$ cat src/rtl/fullchip_seq_pkg.sv
// fullchip_seq_pkg: shared state encoding, inst bit map and sizing helpers
// for the fullchip instruction sequencer (optional macro FULLCHIP_SEQ_ABORT_EN).
package fullchip_seq_pkg;

    typedef enum logic [3:0] {
        S_IDLE,
        S_QWR,
        S_KWR,
        S_GAP0,
        S_KLOAD,
        S_WAIT1,
        S_EXEC,
        S_WAIT2,
        S_DRAIN,
        S_DONE
    } state_e;

    // Low inst flag bits; the two address fields and ofifo_rd sit above them.
    localparam int PMEM_WR_B = 0;
    localparam int PMEM_RD_B = 1;
    localparam int KMEM_WR_B = 2;
    localparam int KMEM_RD_B = 3;
    localparam int QMEM_WR_B = 4;
    localparam int QMEM_RD_B = 5;
    localparam int LOAD_B    = 6;
    localparam int EXECUTE_B = 7;
    localparam int FLAG_W    = 8;

    function automatic int addr_w(input int depth);
        return (depth > 1) ? $clog2(depth) : 1;
    endfunction

    function automatic int inst_w(input int aw);
        return 2 * aw + FLAG_W + 1;
    endfunction

endpackage

$ cat src/rtl/fullchip_seq_inst_pack.sv
// fullchip_seq_inst_pack: packs the sequencer control fields into the
// inst word {ofifo_rd, qkmem_add, pmem_add, flags}, MSB first.
module fullchip_seq_inst_pack
    import fullchip_seq_pkg::*;
#(
    parameter int ADDR_W = 4
) (
    input  logic                           ofifo_rd_i,
    input  logic [ADDR_W-1:0]              qkmem_add_i,
    input  logic [ADDR_W-1:0]              pmem_add_i,
    input  logic [FLAG_W-1:0]              flags_i,
    output logic [2*ADDR_W+FLAG_W:0]       inst_o
);

    assign inst_o = {ofifo_rd_i, qkmem_add_i, pmem_add_i, flags_i};

endmodule

$ cat src/rtl/fullchip_inst_seq.sv
// fullchip_inst_seq: Q/K write, K load, execute and drain sequencer.
// Define FULLCHIP_SEQ_ABORT_EN to add the abort input.
module fullchip_inst_seq
    import fullchip_seq_pkg::*;
#(
    parameter  int BW     = 8,
    parameter  int PR     = 16,
    parameter  int COL    = 8,
    parameter  int QDEPTH = 16,
    parameter  int GAP    = 10,
    localparam int ADDR_W = addr_w(QDEPTH),
    localparam int IW     = inst_w(ADDR_W)
) (
    input  logic                 clk,
    input  logic                 reset,
`ifdef FULLCHIP_SEQ_ABORT_EN
    input  logic                 abort,
`endif
    input  logic                 start,
    input  logic [ADDR_W:0]      num_q,
    input  logic                 skip_k,
    input  logic [PR*BW-1:0]     din,
    input  logic                 din_valid,
    output logic                 din_ready,
    output logic [PR*BW-1:0]     mem_in,
    output logic [IW-1:0]        inst,
    output logic                 busy,
    output logic                 done
);

    localparam int M1      = (QDEPTH > COL + 2) ? QDEPTH : COL + 2;
    localparam int CNT_MAX = (M1 > GAP) ? M1 : GAP;
    localparam int CNT_W   = $clog2(CNT_MAX + 1);

    localparam logic [ADDR_W:0]  QMAX   = (ADDR_W+1)'(QDEPTH);
    localparam logic [CNT_W-1:0] C_ONE  = CNT_W'(1);
    localparam logic [CNT_W-1:0] C_KW   = CNT_W'(COL - 1);
    localparam logic [CNT_W-1:0] C_KL   = CNT_W'(COL + 1);
    localparam logic [CNT_W-1:0] C_GAP  = CNT_W'(GAP - 1);

    state_e              state_q, state_d;
    logic [CNT_W-1:0]    cnt_q, cnt_d;
    logic [ADDR_W:0]     nq_q, nq_d;
    logic                skip_q, skip_d;
    logic [PR*BW-1:0]    mem_q, mem_d;
    logic [IW-1:0]       inst_q, inst_d;

    logic                ofifo;
    logic [ADDR_W-1:0]   qk_add, pm_add;
    logic [FLAG_W-1:0]   flags;
    logic [CNT_W-1:0]    nq_last;
    logic                beat;
    logic                abort_w;

`ifdef FULLCHIP_SEQ_ABORT_EN
    assign abort_w = abort;
`else
    assign abort_w = 1'b0;
`endif

    assign din_ready = (state_q == S_QWR) || (state_q == S_KWR);
    assign beat      = din_valid && din_ready;
    assign nq_last   = CNT_W'(nq_q) - C_ONE;
    assign busy      = (state_q != S_IDLE);
    assign done      = (state_q == S_DONE) && !abort_w;
    assign mem_in    = mem_q;
    assign inst      = inst_q;

    fullchip_seq_inst_pack #(.ADDR_W(ADDR_W)) u_pack (
        .ofifo_rd_i  (ofifo),
        .qkmem_add_i (qk_add),
        .pmem_add_i  (pm_add),
        .flags_i     (flags),
        .inst_o      (inst_d)
    );

    // Next state, phase counter and the control fields for next cycle's inst.
    always_comb begin
        state_d = state_q;
        cnt_d   = cnt_q;
        nq_d    = nq_q;
        skip_d  = skip_q;
        mem_d   = mem_q;
        ofifo   = 1'b0;
        qk_add  = '0;
        pm_add  = '0;
        flags   = '0;
        unique case (state_q)
            S_IDLE: begin
                if (start && (num_q != '0) && (num_q <= QMAX)) begin
                    state_d = S_QWR;
                    cnt_d   = '0;
                    nq_d    = num_q;
                    skip_d  = skip_k;
                end
            end
            S_QWR: begin
                if (beat) begin
                    flags[QMEM_WR_B] = 1'b1;
                    qk_add = ADDR_W'(cnt_q);
                    mem_d  = din;
                    if (cnt_q == nq_last) begin
                        cnt_d   = '0;
                        state_d = skip_q ? S_WAIT1 : S_KWR;
                    end else begin
                        cnt_d = cnt_q + C_ONE;
                    end
                end
            end
            S_KWR: begin
                if (beat) begin
                    flags[KMEM_WR_B] = 1'b1;
                    qk_add = ADDR_W'(cnt_q);
                    mem_d  = din;
                    if (cnt_q == C_KW) begin
                        cnt_d   = '0;
                        state_d = S_GAP0;
                    end else begin
                        cnt_d = cnt_q + C_ONE;
                    end
                end
            end
            S_GAP0: begin
                if (cnt_q == C_ONE) begin
                    cnt_d   = '0;
                    state_d = S_KLOAD;
                end else begin
                    cnt_d = cnt_q + C_ONE;
                end
            end
            S_KLOAD: begin
                flags[LOAD_B] = 1'b1;
                if ((cnt_q != '0) && (cnt_q != C_KL)) begin
                    flags[KMEM_RD_B] = 1'b1;
                    qk_add = ADDR_W'(cnt_q - C_ONE);
                end
                if (cnt_q == C_KL) begin
                    cnt_d   = '0;
                    state_d = S_WAIT1;
                end else begin
                    cnt_d = cnt_q + C_ONE;
                end
            end
            S_WAIT1, S_WAIT2: begin
                if (cnt_q == C_GAP) begin
                    cnt_d   = '0;
                    state_d = (state_q == S_WAIT1) ? S_EXEC : S_DRAIN;
                end else begin
                    cnt_d = cnt_q + C_ONE;
                end
            end
            S_EXEC: begin
                flags[EXECUTE_B] = 1'b1;
                flags[QMEM_RD_B] = 1'b1;
                qk_add = ADDR_W'(cnt_q);
                if (cnt_q == nq_last) begin
                    cnt_d   = '0;
                    state_d = S_WAIT2;
                end else begin
                    cnt_d = cnt_q + C_ONE;
                end
            end
            S_DRAIN: begin
                ofifo = 1'b1;
                flags[PMEM_WR_B] = 1'b1;
                pm_add = ADDR_W'(cnt_q);
                if (cnt_q == nq_last) begin
                    cnt_d   = '0;
                    state_d = S_DONE;
                end else begin
                    cnt_d = cnt_q + C_ONE;
                end
            end
            S_DONE: begin
                state_d = S_IDLE;
            end
            default: begin
                state_d = S_IDLE;
                cnt_d   = '0;
            end
        endcase
        if (abort_w && (state_q != S_IDLE)) begin
            state_d = S_IDLE;
            cnt_d   = '0;
            mem_d   = mem_q;
            ofifo   = 1'b0;
            qk_add  = '0;
            pm_add  = '0;
            flags   = '0;
        end
    end

    // State, counters and the registered core-facing outputs.
    always_ff @(posedge clk) begin
        if (reset) begin
            state_q <= S_IDLE;
            cnt_q   <= '0;
            nq_q    <= '0;
            skip_q  <= 1'b0;
            mem_q   <= '0;
            inst_q  <= '0;
        end else begin
            state_q <= state_d;
            cnt_q   <= cnt_d;
            nq_q    <= nq_d;
            skip_q  <= skip_d;
            mem_q   <= mem_d;
            inst_q  <= inst_d;
        end
    end

endmodule

$ cat config.mk
export PLATFORM = sky130hd
export DESIGN_NAME = fullchip_inst_seq
export DESIGN_NICKNAME = d
export VERILOG_FILES = /design/src/rtl/fullchip_seq_pkg.sv /design/src/rtl/fullchip_seq_inst_pack.sv /design/src/rtl/fullchip_inst_seq.sv
export SDC_FILE = /design/constraint.sdc
export NUM_CORES = 1
export LEC_CHECK = 0
export CAP_MARGIN = 20
export CORE_MARGIN = 2
export CORE_UTILIZATION = 44
export DETAILED_ROUTE_END_ITERATION = 8
export PLACE_DENSITY_LB_ADDON = 0.12
export RECOVER_POWER = 100
export SLEW_MARGIN = 10
export SYNTH_ARGS = -nofsm -noshare
export SYNTH_HDL_FRONTEND = slang
export SYNTH_SLANG_ARGS = --single-unit
$ cat constraint.sdc
create_clock -name clk -period 4.06 [get_ports clk]
set_input_delay 0.812 -clock clk [delete_from_list [all_inputs] [get_ports clk]]
set_output_delay 0.812 -clock clk [all_outputs]
set_load 0.01 [all_outputs]
==> key figures <==
Layout
  • Final #Nets: 1145
  • Fin area: between 0.009 and 0.01 sq mm
  • Antenna Cells: 0
  • Layout cells sized above 1: around 3.8%
  • Area Overhead vs Synth: 58.2%

GRT
  • Vias in the first global route: 5738
  • GRT Util Overall: 25.2%
  • First-pass GRT wire length: 28700 microns
  • Initial antenna violation count: 0
  • Largest net degree at the start of global routing: between 80 and 90
  • Gr ovfl total: 0

Floorplanning
  • Die Area: 0.0144 sq mm
  • Initial core utilization: ~45%
  • Rows: 42
  • Core ar.: 0.0132 sq mm
  • IO Count: approximately 290
  • Die Ht: 120 microns
  • Die Wd: around 120 microns

Logic synthesis
  • Unique cell type count in the Yosys netlist: 43
  • Async S/R FF share, synth: 0%
  • Post-synth top area cell: dfxtp_1
  • Mapped Area: a little under 0.006 sq mm
  • Syn avg cell area: 7.87 sq um
  • Net count after synthesis: about 900
  • Largest cells by area after synthesis: dfxtp_1 (53%), nand2_1 (17%), a21oi_1 (12%)
  • Synth top area share: 53.0%
  • Seq cells post-synth: 157
  • Fraction of the yosys area taken by sequential cells: around 53%
  • Most instantiated cells after synthesis: nand2_1 (270), dfxtp_1 (157), a21oi_1 (138)
  • EDFF count, synth: 0
  • Ys Warns: 0
  • Syn Inst Count: roughly 750
  • Post-synth top flop: dfxtp_1
  • Top-count cell post-synth: nand2_1

STA
  • Slew margin rel.: -20.1%
  • Worst hold margin: 0.446 ns
  • Tmin final: about 3.3 ns
  • Tightest Pin Transition: 1.80 ns
  • Setup TNS: 0 ns
  • Final setup viols: 0
  • Max-slew violations: 84
  • Setup Skew: 0.00729 ns
  • Fin. Hold Viols: 0
  • FMAX: 307 MHz
  • Fin crit share: about four fifths
  • RSZ-0062 raised after global routing: false

Power and ir drop
  • Power per Cell Area: 555 mW/mm^2
  • Leakage: ~3.8 nW
  • Total power: roughly 5.2 mW
  • Maximum VDD drop: 0.000316 V

Outcome
  • Failing checks: capacitance limit, slew limit
  • Status: complete, but fails checks

Drt
  • DRC Markers: 0
  • Detailed Routing Iterations Pass 1: 5
  • Total number of vias: 5907
  • Metal2 WL: roughly 8500 microns
  • Met3 WL: 2030 microns
  • Post-route ant nets: 0
  • WL final: between 15000 and 20000 microns
  • Routed met1 length: a little over 7000 microns
  • DR vias/cell: 4.97
  • DR top layer: met4
  • WL/cell: 15.2 microns
  • 1st-iter DRT viols: between 300 and 400

Critical path
  • Crit path kind: register to register
  • Crit path capture type: register
  • CP Max Fanout: 60
  • Worst EP arrival: roughly 3.6 ns
  • Critical Path RT: approximately 4.4 ns
  • FF-to-FF path depth: 7
  • Startpoint Class: register

CTS
  • # hold bufs at CTS: 0
  • Clock Latency Late Sink: 0.42 ns
  • CTS clk-pin slew, worst paths: 0.06 ns
  • Post-cts gate resize count: 0
  • H-tree levels: 4
  • Num CTS Buffers: 17
  • Root Driver: clkbuf_16
  • Sink Count: 157
  • Postcts setup bufs: 0
  • CTS tree: done
  • Clock buffer depth: 2

Min path
  • Hold Path Class: register to register
  • Hold Crit Depth: 2

Job
  • Max Cap Viol: 1

Place
  • Hpwl dp: 12500 microns
  • Gpl congestion: 0.839
  • I/O Buffers: 284
  • Dpl cell area: 0.00882 sq mm
layer usage:
layer  vias to the layer above  GRT usage [%]
met5                         -              0
met4                         0           11.3
met3                        36           11.5
met2                       249           41.7
met1                      2656           27.8
li1                       2966              -
layout make-up:
cell class	instances	area (sq um)
Fill cell	1080	3800
Sequential cell	157	3140
Timing Repair Buffer	289	2910
Multi-Input combinational cell	528	2500
Clock buffer	24	492
Tap cell	176	220
Clock inverter	6	85.1
Inverter	9	33.8
logic make-up after synthesis:
group | Yosys count | synth area share, %
simple gates | 340 | 23.6
compound gates | 167 | 15.0
flops | 157 | 53.0
buf+inv | 69 | 4.89
mux | 8 | 1.35
xor+xnor | 7 | 1.03
fa+ha+maj | 5 | 1.05
other cells | 1 | 0.0632
metrics by stage:
stage | std cells | worst slack (ns) | utilization [%]
final | 1189 | 0.798 | 71.2
after global routing | 1189 | 0.518 | 71.2
after CTS | 1189 | 0.998 | 71.3
after detailed placement | 1159 | 1.10 | 66.9
after global placement | 1159 | 1.14 | 66.9
after floorplan | 754 | 1.77 | -
worst max-delay path: stages, from the launching register on:
cell and delay, ns:
dfxtp_1 0.66, xnor2_1 0.10, or3_1 0.35, inv_1 0.14, and2_2 0.92, clkbuf_1 0.61, nand2_1 0.15, a21oi_1 0.18
worst paths after layout:
| check | startpoint | endpoint | slack [ns] |
|---|---|---|---|
| worst max-delay path | state_q[0] | mem_in[65] | 0.80 |
| worst min-delay path | mem_in[48] | mem_in[48] | 0.45 |
| worst max register to register | state_q[0] | mem_in[65] | 0.80 |
| worst min register to register | mem_in[48] | mem_in[48] | 0.45 |
sequential cells by signal, summed over array words and instances, names as in the netlist:
signal and count:
cnt_q 5, inst 14, mem_in 128, nq_q 5
skip_q 1, state_q 4
report_power, final:
part           switching, mW  internal, mW  total, mW
Clock                  0.591         0.962       1.55
Sequential             0.162          1.82       1.98
Combinational          0.919         0.758       1.68
Total                   1.67          3.54       5.21
cells in the final DEF, fill, tap and decap left out, types with 2 or more instances in the layout:
| cell | synthesis | layout |
|---|---|---|
| nand2_1 | 270 | 269 |
| nand3b_1 | 2 | 2 |
| dfxtp_1 | 157 | 157 |
| bufinv_16 | 0 | 2 |
| nor2b_1 | 2 | 2 |
| dlygate4sd3_1 | 0 | 148 |
| xnor2_1 | 4 | 4 |
| clkbuf_8 | 0 | 4 |
| clkdlybuf4s50_1 | 0 | 135 |
| nor3_1 | 10 | 10 |
| clkinv_2 | 0 | 2 |
| inv_1 | 9 | 9 |
| clkbuf_16 | 0 | 17 |
| or4_1 | 3 | 3 |
| nand3_1 | 9 | 9 |
| buf_12 | 0 | 3 |
| a21oi_1 | 138 | 138 |
| nor2_1 | 20 | 20 |
| clkinvlp_4 | 0 | 2 |
| o221ai_1 | 2 | 2 |
| nand2b_1 | 7 | 7 |
| o21ai_0 | 10 | 11 |
| or3_1 | 3 | 3 |
| nor4_1 | 4 | 4 |
| ha_1 | 5 | 5 |
| clkbuf_1 | 45 | 4 |
| a2111o_1 | 2 | 2 |
| mux2i_1 | 8 | 8 |
| a31oi_1 | 8 | 8 |
| xor2_1 | 3 | 3 |
Note: power is estimated with default switching activity, not from simulation.
